### config.mk
export PLATFORM = sky130hd
export DESIGN_NAME = lu_issue_arbiter_flat
export DESIGN_NICKNAME = d
export VERILOG_FILES = /design/src/rtl/lu_pkg.sv /design/src/rtl/lu_issue_arbiter_if.sv /design/src/rtl/lu_rr_picker.sv /design/src/rtl/lu_issue_arbiter.sv /design/src/flat_wrapper.sv
export SDC_FILE = /design/constraint.sdc
export NUM_CORES = 1
export LEC_CHECK = 0
export CAP_MARGIN = 5
export CORE_UTILIZATION = 44
export CTS_CLUSTER_DIAMETER = 150
export DETAILED_ROUTE_END_ITERATION = 8
export PLACE_DENSITY = 0.79
export RECOVER_POWER = 100
export SETUP_SLACK_MARGIN = 0.15
export SLEW_MARGIN = 10
export SYNTH_ARGS = -nofsm -noshare
export SYNTH_HDL_FRONTEND = slang
export SYNTH_SLANG_ARGS = --single-unit
### constraint.sdc
create_clock -name clk -period 3.3 [get_ports clk]
set_input_delay 0.66 -clock clk [delete_from_list [all_inputs] [get_ports clk]]
set_output_delay 0.66 -clock clk [all_outputs]
set_load 0.01 [all_outputs]
### src/rtl/lu_pkg.sv
// rtl/lu_pkg.sv - shared types and constants for the increment pipeline and its issue arbiter
package lu_pkg;

  typedef enum logic [1:0] {
    RUN    = 2'd0,
    DRAIN  = 2'd1,
    PAUSED = 2'd2
  } lu_state_e;

  localparam int LU_AW         = 8;
  localparam int LU_PIPE_DEPTH = 4;

endpackage

### src/rtl/lu_issue_arbiter_if.sv
// rtl/lu_issue_arbiter_if.sv - requester handshake and pipeline issue bundle
interface lu_issue_arbiter_if
  import lu_pkg::*;
#(
  parameter int NREQ = 4,
  parameter int AW   = LU_AW,
  parameter int IDW  = $clog2(NREQ)
);

  logic [NREQ-1:0]    req_valid;
  logic [NREQ*AW-1:0] req_addr;
  logic [NREQ-1:0]    req_ready;
  logic [AW-1:0]      icode;
  logic               icode_vld;
  logic [IDW-1:0]     grant_id;

  modport master (
    output req_valid, req_addr,
    input  req_ready, icode, icode_vld, grant_id
  );

  modport slave (
    input  req_valid, req_addr,
    output req_ready, icode, icode_vld, grant_id
  );

endinterface

### src/rtl/lu_rr_picker.sv
// rtl/lu_rr_picker.sv - combinational round-robin pick starting at the pointer, ascending with wrap
module lu_rr_picker #(
  parameter int NREQ = 4,
  parameter int IDW  = $clog2(NREQ)
) (
  input  logic [NREQ-1:0] req,
  input  logic [IDW-1:0]  ptr,
  output logic [NREQ-1:0] gnt,
  output logic [IDW-1:0]  gnt_idx,
  output logic            gnt_vld
);

  int idx;

  always_comb begin
    gnt     = '0;
    gnt_idx = '0;
    gnt_vld = 1'b0;
    idx     = 0;
    for (int k = 0; k < NREQ; k++) begin
      idx = int'(ptr) + k;
      if (idx >= NREQ) begin
        idx = idx - NREQ;
      end
      if (!gnt_vld && req[idx]) begin
        gnt_vld  = 1'b1;
        gnt[idx] = 1'b1;
        gnt_idx  = IDW'(idx);
      end
    end
  end

endmodule

### src/rtl/lu_issue_arbiter.sv
// rtl/lu_issue_arbiter.sv - round-robin issue of requester addresses into the increment pipeline
// with in-flight tracking and a drain/pause handshake for quiescing before readback.
module lu_issue_arbiter
  import lu_pkg::*;
#(
  parameter int NREQ       = 4,
  parameter int AW         = LU_AW,
  parameter int PIPE_DEPTH = LU_PIPE_DEPTH,
  parameter int CNT_W      = 16,
  localparam int IDW       = $clog2(NREQ)
) (
  input  logic              clk,
  input  logic              rst,
  lu_issue_arbiter_if.slave bus,
  input  logic              drain_req,
  output logic              drain_done,
  output logic              busy,
  output logic [CNT_W-1:0]  issue_cnt
);

  lu_state_e             state_q, state_d;
  logic [IDW-1:0]        ptr_q, ptr_d;
  logic [PIPE_DEPTH-1:0] inflight_q, inflight_d;
  logic [CNT_W-1:0]      cnt_q, cnt_d;
  logic [AW-1:0]         icode_q, icode_d;
  logic                  vld_q, vld_d;
  logic [IDW-1:0]        gid_q, gid_d;

  logic [NREQ-1:0]       pick_gnt;
  logic [IDW-1:0]        pick_idx;
  logic                  pick_vld;
  logic                  arb_en;
  logic                  xfer;
  logic                  busy_w;

  lu_rr_picker #(
    .NREQ (NREQ),
    .IDW  (IDW)
  ) u_picker (
    .req     (bus.req_valid),
    .ptr     (ptr_q),
    .gnt     (pick_gnt),
    .gnt_idx (pick_idx),
    .gnt_vld (pick_vld)
  );

  // drain_req gates the grant in the same cycle it rises, before the state register sees it
  assign arb_en        = (state_q == RUN) && !drain_req;
  assign xfer          = arb_en && pick_vld;
  assign bus.req_ready = arb_en ? pick_gnt : '0;
  assign busy_w        = vld_q || (|inflight_q);

  assign bus.icode     = icode_q;
  assign bus.icode_vld = vld_q;
  assign bus.grant_id  = gid_q;
  assign drain_done    = (state_q == PAUSED);
  assign busy          = busy_w;
  assign issue_cnt     = cnt_q;

  always_comb begin
    state_d    = state_q;
    ptr_d      = ptr_q;
    cnt_d      = cnt_q;
    icode_d    = icode_q;
    gid_d      = gid_q;
    vld_d      = xfer;
    inflight_d = (inflight_q << 1) | PIPE_DEPTH'(vld_q);

    case (state_q)
      RUN:     if (drain_req)  state_d = DRAIN;
      DRAIN:   if (!busy_w)    state_d = PAUSED;
      PAUSED:  if (!drain_req) state_d = RUN;
      default:                 state_d = RUN;
    endcase

    if (xfer) begin
      ptr_d   = (pick_idx == IDW'(NREQ - 1)) ? '0 : pick_idx + IDW'(1);
      icode_d = bus.req_addr[pick_idx*AW +: AW];
      gid_d   = pick_idx;
      if (cnt_q != '1) begin
        cnt_d = cnt_q + CNT_W'(1);
      end
    end
  end

  always_ff @(posedge clk) begin
    if (rst) begin
      state_q    <= RUN;
      ptr_q      <= '0;
      inflight_q <= '0;
      cnt_q      <= '0;
      icode_q    <= '0;
      vld_q      <= 1'b0;
      gid_q      <= '0;
    end else begin
      state_q    <= state_d;
      ptr_q      <= ptr_d;
      inflight_q <= inflight_d;
      cnt_q      <= cnt_d;
      icode_q    <= icode_d;
      vld_q      <= vld_d;
      gid_q      <= gid_d;
    end
  end

endmodule

### src/flat_wrapper.sv
// flat-port wrapper written by rule: the top's interface ports become plain ports
module lu_issue_arbiter_flat import lu_pkg::*;
#(
  parameter int NREQ       = 4,
  parameter int AW         = LU_AW,
  parameter int PIPE_DEPTH = LU_PIPE_DEPTH,
  parameter int CNT_W      = 16,
  localparam int IDW       = $clog2(NREQ)
)
  (clk, rst, drain_req, drain_done, busy, issue_cnt, bus_req_valid, bus_req_addr, bus_req_ready, bus_icode, bus_icode_vld, bus_grant_id);
  lu_issue_arbiter_if #(.NREQ(NREQ), .AW(AW)) bus_i ();
  input  logic clk;
  input  logic rst;
  input  logic drain_req;
  output logic drain_done;
  output logic busy;
  output logic [CNT_W-1:0] issue_cnt;
  input wire logic [$bits(bus_i.req_valid)-1:0] bus_req_valid;
  input wire logic [$bits(bus_i.req_addr)-1:0] bus_req_addr;
  output wire logic [$bits(bus_i.req_ready)-1:0] bus_req_ready;
  output wire logic [$bits(bus_i.icode)-1:0] bus_icode;
  output wire logic [$bits(bus_i.icode_vld)-1:0] bus_icode_vld;
  output wire logic [$bits(bus_i.grant_id)-1:0] bus_grant_id;
  assign bus_i.req_valid = bus_req_valid;
  assign bus_i.req_addr = bus_req_addr;
  assign bus_req_ready = bus_i.req_ready;
  assign bus_icode = bus_i.icode;
  assign bus_icode_vld = bus_i.icode_vld;
  assign bus_grant_id = bus_i.grant_id;
  lu_issue_arbiter #(.NREQ(NREQ), .AW(AW), .PIPE_DEPTH(PIPE_DEPTH), .CNT_W(CNT_W)) u_core (.clk(clk), .rst(rst), .bus(bus_i), .drain_req(drain_req), .drain_done(drain_done), .busy(busy), .issue_cnt(issue_cnt));
endmodule
# After elaboration in Yosys (flattened, before gate mapping)
# Cells that the tools add are included.
dict set report classes {
  reduce_logical 18
  n_eq_ne 7
  magnitude_cmp 12
  div 0
  bitwise_logic 4
  n_mul 0
  addsub 9
  mux 42
  shifts 1
}
# cell n
set op_table {}
lappend op_table {{greater-or-equal comparator 32 x 1 -> 1 bit, second input constant} 4}
lappend op_table {{less-than comparator 32 x 4 -> 1 bit, second input constant} 4}
lappend op_table {{two-way mux 32 bit} 4}
lappend op_table {{indexed part select 32 x 6 -> 8 bit} 1}
lappend op_table {{two-way mux 4 bit} 5}
lappend op_table {{adder 16 x 1 -> 16 bit, second input constant} 1}
lappend op_table {{two-way mux 1 bit} 16}
lappend op_table {{two-way mux 2 bit} 8}
lappend op_table {{inequality test 16 bit, second input constant} 1}
lappend op_table {{bitwise OR 4 bit} 3}
lappend op_table {{subtractor 3 x 3 -> 4 bit, second input constant} 3}
lappend op_table {{greater-or-equal comparator 3 bit, second input constant} 3}
lappend op_table {{logical AND 1 bit} 9}
lappend op_table {{binary-select mux 1 bit (select 2 bit)} 4}
lappend op_table {{demux 1 bit (select 2 bit)} 4}
lappend op_table {{adder 2 x 2 -> 3 bit, second input constant} 2}
lappend op_table {{inequality test 2 bit, second input constant} 3}
lappend op_table {{case mux 2 bit (3 select lines)} 1}
lappend op_table {{equality test 2 bit, second input constant} 2}
lappend op_table {{logical NOT 1 bit} 4}
lappend op_table {{bitwise OR 4 x 1 -> 4 bit} 1}
lappend op_table {{OR reduction 4 bit} 1}
lappend op_table {{subtractor 2 x 3 -> 4 bit, second input constant} 1}
lappend op_table {{adder 2 x 1 -> 3 bit, second input constant} 1}
lappend op_table {{7 further kinds} 7}
dict set report word_totals {
  ram_bits 0
  regBits 35
  romBits 0
  wordCells 100
  latch_bits 0
  memories 0
}

# Depth between registers and ports, before layout
dict set report logic_depth {
  depth_word 17
  depth_mapped 13
  depth_no_buf 9
}

# Hierarchy
# A second synthesis with hierarchy kept.
dict set report hier_totals {
  cells_unflattened 237
  hier_area_um2 2144.6
}
# module n_inst area_each_um2 cells_per_inst seq_area_each_um2
set by_module_without_submodules {}
lappend by_module_without_submodules {lu_issue_arbiter 1 1684.1 189 700.7}
lappend by_module_without_submodules {lu_rr_picker 1 460.4 48 0.0}

# Worst setup path before layout
# Ideal clock, no wire load.
dict set report synth_path {
  path_kind {register to output}
  from {register u_core.ptr_q[0]}
  to {output bus_req_ready[0]}
  path_stages_with_launch 12
  path_slack_ns -0.248
  arrival_time_ns 2.888
  path_cell_list {dfxtp_1 buf_2 inv_1 clkbuf_1 ha_1 buf_6 mux4_2 nor2b_1 clkbuf_1 a221o_1 o21ai_0 a21oi_1}
}
dict set report synth_between {
  elab_chain_len 16
}
# item line
set synth_lines {}
lappend synth_lines {{from (decl)} lu_issue_arbiter.sv:22} ;# logic [IDW-1:0] ptr_q, ptr_d;
lappend synth_lines {{from (signal assigned)} lu_issue_arbiter.sv:97} ;# ptr_q <= ptr_d;
lappend synth_lines {{parallel branches: the longest is 14 deep, another holds greater-or-equal comparator 32 x 1 -> 1 bit} n/a}
lappend synth_lines {{two-way mux 4 bit *} lu_rr_picker.sv:25} ;# if (!gnt_vld && req[idx]) begin
lappend synth_lines {{two-way mux 4 bit *} lu_issue_arbiter.sv:50} ;# assign bus.req_ready = arb_en ? pick_gnt : '0;
lappend synth_lines {{to (decl)} flat_wrapper.sv:20} ;# output wire logic [$bits(bus_i.req_ready)-1:0] bus_req_ready;
# Mark *: on every way between the ends. The select of a mux whose other input is x is not followed.

# Final worst setup path
dict set report layout_path {
  from {register u_core.ptr_q[0]}
  to {output bus_req_ready[3]}
}
# Same word-level chain as after synthesis.

==> reports/metrics.sh <==
POSTLAYOUTCELLAREA_UM2=3670
IOS=72
FF2FF_SETUP_SLACK_NS=0.19
SYNTHTOLAYOUTAREAGROWTH_PCT=44.6
INITIAL_CORE_UTIL_PCT=45.8
GPL.FINAL_WEIGHTED_CONGESTION=0.838
LAYOUT-DRIVE-GT1-SHARE_PCT=18.2
FIRST_PASS_GRT_WIRE_LENGTH_MM=11.7
MET2_USAGE_PCT=42.1
GRT_MOST_USED_LAYER='met2'
WIRE_PER_INST_UM=15.2
CRITICAL_PATH_REQUIRED_NS=2.64
WORST_EP_ARRIVAL_TIME_NS=2.51
COMB_POWER_SHARE_PCT=49.9
FLOORPLAN.ROWS=27
SETUP_REPAIR_AFTER_GLOBAL_ROUTING_MISSED_ITS_MARGIN='true'
MIN_PERIOD_NS=3.17
YOSYS_WARNINGS=0
MIN_FROM='u_core.bus.grant_id[1]'
WORST_SLEW_PIN_SLEW_NS=0.940
CLOCK_SKEW_AFTER_LAYOUT_NS=0.00584
ANTENNA_FOUND_INITIAL=0
IR_WORST_VDD_uV=293
DP.FINAL_HPWL_MM=5.30
SYNTH-SEQ-AREA-SHARE_PCT=27.6
HTREE_NUM_LEVELS=2
FP.DIEH_UM=78.0
ANTENNADIODECOUNT=0
MAPPEDNETLISTNETS=362
DPL-INSTANCE-AREA_UM2=3490
GR-USAGE-ALL-LAYERS_PCT=23.8
POWER.SHARE.SWITCHING_PCT=35.4
SYNTH-ASYNC-RESET-RATIO_PCT=0
CLK-INSERTION-DELAY-LATE_NS=0.28
GRT_START_MAX_NET_PINS=43
POST_SYNTH_INSTANCE_AREA_UM2=2540
POWER_FRAC_CLOCK_PCT=22.6
TIMING.CRITICAL_PATH.FROM_TYPE='flop'
FIRST_ITER_VIOLATIONS=120
REMAINING_DRC_ERRORS=0
HOLDWS_NS=0.461
WORST-R2R-CELL-COUNT=10
NUMCLOCKSINKS=35
TIMING_WORST_SETUP_PATH_TYPE='flop to output pin'
CTS_TREE='built'
TIMING.FINAL.CRIT_SHARE_PCT=96.0
FINAL_NUMBER_OF_SETUP_VIOLATING_ENDPOINTS=0
HOLDCRITPATHCLASS='flop to flop'
SYN_AVG_CELL_AREA_UM2=8.03
DRT_WL_TOTAL_MM=7.36
FINAL_UTIL_PCT=66.3
DIE_X_UM=78.0
YS_TYPES=50
PORT_BUFFERS=71
MOST-COMMON-LAYOUT-CELLS='sky130_fd_sc_hd__nor2_1 (34), sky130_fd_sc_hd__dfxtp_1 (34), sky130_fd_sc_hd__clkdlybuf4s50_1 (32)'
OVERFLOW=0
GLOBAL_ROUTE.USAGE.MET3_PCT=4.59
SYNTH.FF_LATCH_COUNT=35
DIE_AREA_UM2=6080
CLK_TRANSITION_REPORTED_PATHS_NS=0.07
P_SWITCHING_mW=0.615
MAX-CLOCK-PATH-BUFFERS=2
HOLD_BUFFERS=0
TIMING.CRITICAL_PATH.TO_TYPE='output pin'
CRITPATHMAXFANOUT=3
SLEW-LIMIT-HEADROOM_PCT=36.8
YS_DOMINANT_REG_CELL='sky130_fd_sc_hd__dfxtp_1'
DRT-VIAS-PER-INSTANCE=5.84
SYNTH_EDF_COUNT=0
POWER_FRAC_SEQ_PCT=27.5
FINAL_NETS=456
GR-USAGE-MET1_PCT=29.2
CRITICAL_PATH.REG2REG.STARTPOINT='u_core.ptr_q[0]'
FINALMAXSLEWVIOLATIONS=0
FINAL-HOLD-VIOLATION-COUNT=0
CTSROOTBUFFERMASTER='sky130_fd_sc_hd__clkbuf_8'
POWER.TOTAL_mW=1.74
RESULT_OF_THE_RUN='completed'
DRTANTENNAVIOLNETS=0
MAXCAPVIOLCOUNT=0
RR_ENDPOINT='u_core.bus.icode[2]'
FIRST_PASS_ITERATION_COUNT_OF_THE_DETAILED_ROUTER=4
CTS-BUFFERS-INSERTED=5
DR_TOTAL_VIAS=2823
FP.COREAREA_UM2=5540
MIN_DELAY_PATH_DEPTH=2
CELLPOWERDENSITY_nW_PER_UM2=473
WHS_ENDPOINT='u_core.bus.grant_id[1]'
CELLINTERNALPOWER_mW=1.12
SETUP_TOTAL_NEGATIVE_SLACK_NS=0
POWER.STATIC_LEAKAGE_nW=1.41
NUMBER_OF_GLOBAL_ROUTE_VIAS_BEFORE_REPAIR=2584
POSTSYNTHCELLCOUNT=316
CLOCK.FMAX_GHz=0.316
[routing by layer]
| layer | vias up | share of wire [%] |
|---|---|---|
| met2 | 86 | 49 |
| met5 | - | 0 |
| met3 | 14 | 5.3 |
| met4 | 0 | 1.8 |
| met1 | 1343 | 44 |
| li1 | 1380 | - |
[per-stage QoR]
step / setup WS [ns] / std cells
final: 0.131 / 483
after global routing: 0.0490 / 483
after CTS: 0.203 / 481
after detailed placement: -0.335 / 467
after global placement: -0.284 / 467
after floorplan: 0.163 / 316
[final cells by class]
| type | count | area (µm²) |
|---|---|---|
| sequential | 35 | 702 |
| clock inverter | 2 | 35.0 |
| fill | 469 | 1870 |
| tap | 72 | 90.1 |
| timing repair buffer | 109 | 995 |
| clock buffer | 6 | 82.6 |
| inverter | 16 | 60.1 |
| multi-input combinational | 243 | 1710 |
[worst max-delay path, stage by stage (launching register included)]
cell	delay, ns
sky130_fd_sc_hd__dfxtp_1	0.36
sky130_fd_sc_hd__inv_2	0.07
sky130_fd_sc_hd__ha_4	0.25
sky130_fd_sc_hd__or3b_4	0.36
sky130_fd_sc_hd__a2111o_1	0.38
sky130_fd_sc_hd__o211ai_1	0.18
sky130_fd_sc_hd__buf_4	0.19
sky130_fd_sc_hd__buf_6	0.10
sky130_fd_sc_hd__nand2_2	0.05
sky130_fd_sc_hd__a21oi_2	0.13
sky130_fd_sc_hd__clkbuf_1	0.17
[flip-flops by register name (all words and copies together), names as in the netlist]
signal / flops
u_core.bus.grant_id: 2
u_core.bus.icode: 8
u_core.bus.icode_vld: 1
u_core.inflight_q: 4
u_core.issue_cnt: 16
u_core.ptr_q: 2
u_core.state_q: 2
[timing repair]
item,4_1_cts,5_1_grt
pin swaps,5,6
setup endpoints to repair,6,4
resized for setup,29,10
buffers inserted,6,2
cloned,0,0
[logic make-up after synthesis]
| logic type | count (synthesis) | synth area share, % |
|---|---|---|
| multiplexers | 19 | 9.27 |
| XOR/XNOR | 7 | 2.42 |
| flip-flops | 35 | 27.6 |
| AND/OR/NAND/NOR | 118 | 23.5 |
| buffers and inverters | 38 | 6.36 |
| adder cells (fa/ha/maj) | 7 | 3.45 |
| AO/OA/AOI/OAI | 92 | 27.4 |
[synthesized netlist by cell type (4+ instances only)]
| library cell | number | area (µm²) |
|---|---|---|
| sky130_fd_sc_hd__dfxtp_1 | 35 | 701 |
| sky130_fd_sc_hd__nor2_1 | 34 | 128 |
| sky130_fd_sc_hd__a21oi_1 | 19 | 95.1 |
| sky130_fd_sc_hd__nand2_1 | 19 | 71.3 |
| sky130_fd_sc_hd__clkbuf_1 | 17 | 63.8 |
| sky130_fd_sc_hd__inv_1 | 16 | 60.1 |
| sky130_fd_sc_hd__o21ai_0 | 16 | 80.1 |
| sky130_fd_sc_hd__nand3_1 | 13 | 65.1 |
| sky130_fd_sc_hd__nand4_1 | 13 | 81.3 |
| sky130_fd_sc_hd__mux2i_1 | 12 | 120 |
| sky130_fd_sc_hd__o211ai_1 | 10 | 75.1 |
| sky130_fd_sc_hd__or3_1 | 10 | 62.6 |
| sky130_fd_sc_hd__nor4_1 | 9 | 56.3 |
| sky130_fd_sc_hd__a2111oi_0 | 8 | 70.1 |
| sky130_fd_sc_hd__a211oi_2 | 7 | 87.6 |
| sky130_fd_sc_hd__ha_1 | 7 | 87.6 |
| sky130_fd_sc_hd__nor2b_1 | 7 | 43.8 |
| sky130_fd_sc_hd__o2bb2ai_1 | 6 | 52.6 |
| sky130_fd_sc_hd__xnor2_1 | 5 | 43.8 |
| sky130_fd_sc_hd__a221o_1 | 4 | 40.0 |
| sky130_fd_sc_hd__nor3_1 | 4 | 20.0 |
[power groups by stage]
stage / Clock (mW) / Sequential [mW] / Combinational, mW
3_5_place_dp: 0 / 0.486 / 0.836
3_3_place_gp: 0 / 0.486 / 0.824
5_1_grt: 0.419 / 0.482 / 0.940
6_report: 0.393 / 0.478 / 0.867
4_1_cts: 0.398 / 0.479 / 0.868
2_1_floorplan: 0 / 0.500 / 0.499
[worst max path at each step]
stage / start / to / cells after the start
2_1_floorplan: u_core.ptr_q[0] / bus_req_ready[0] / 10
3_3_place_gp: bus_req_valid[2] / bus_req_ready[2] / 7
3_5_place_dp: bus_req_valid[2] / bus_req_ready[3] / 7
4_1_cts: bus_req_valid[1] / bus_req_ready[3] / 7
5_1_grt: u_core.ptr_q[0] / bus_req_ready[2] / 9
6_report: u_core.ptr_q[0] / bus_req_ready[3] / 10
Note: power is estimated with default switching activity, not from simulation.
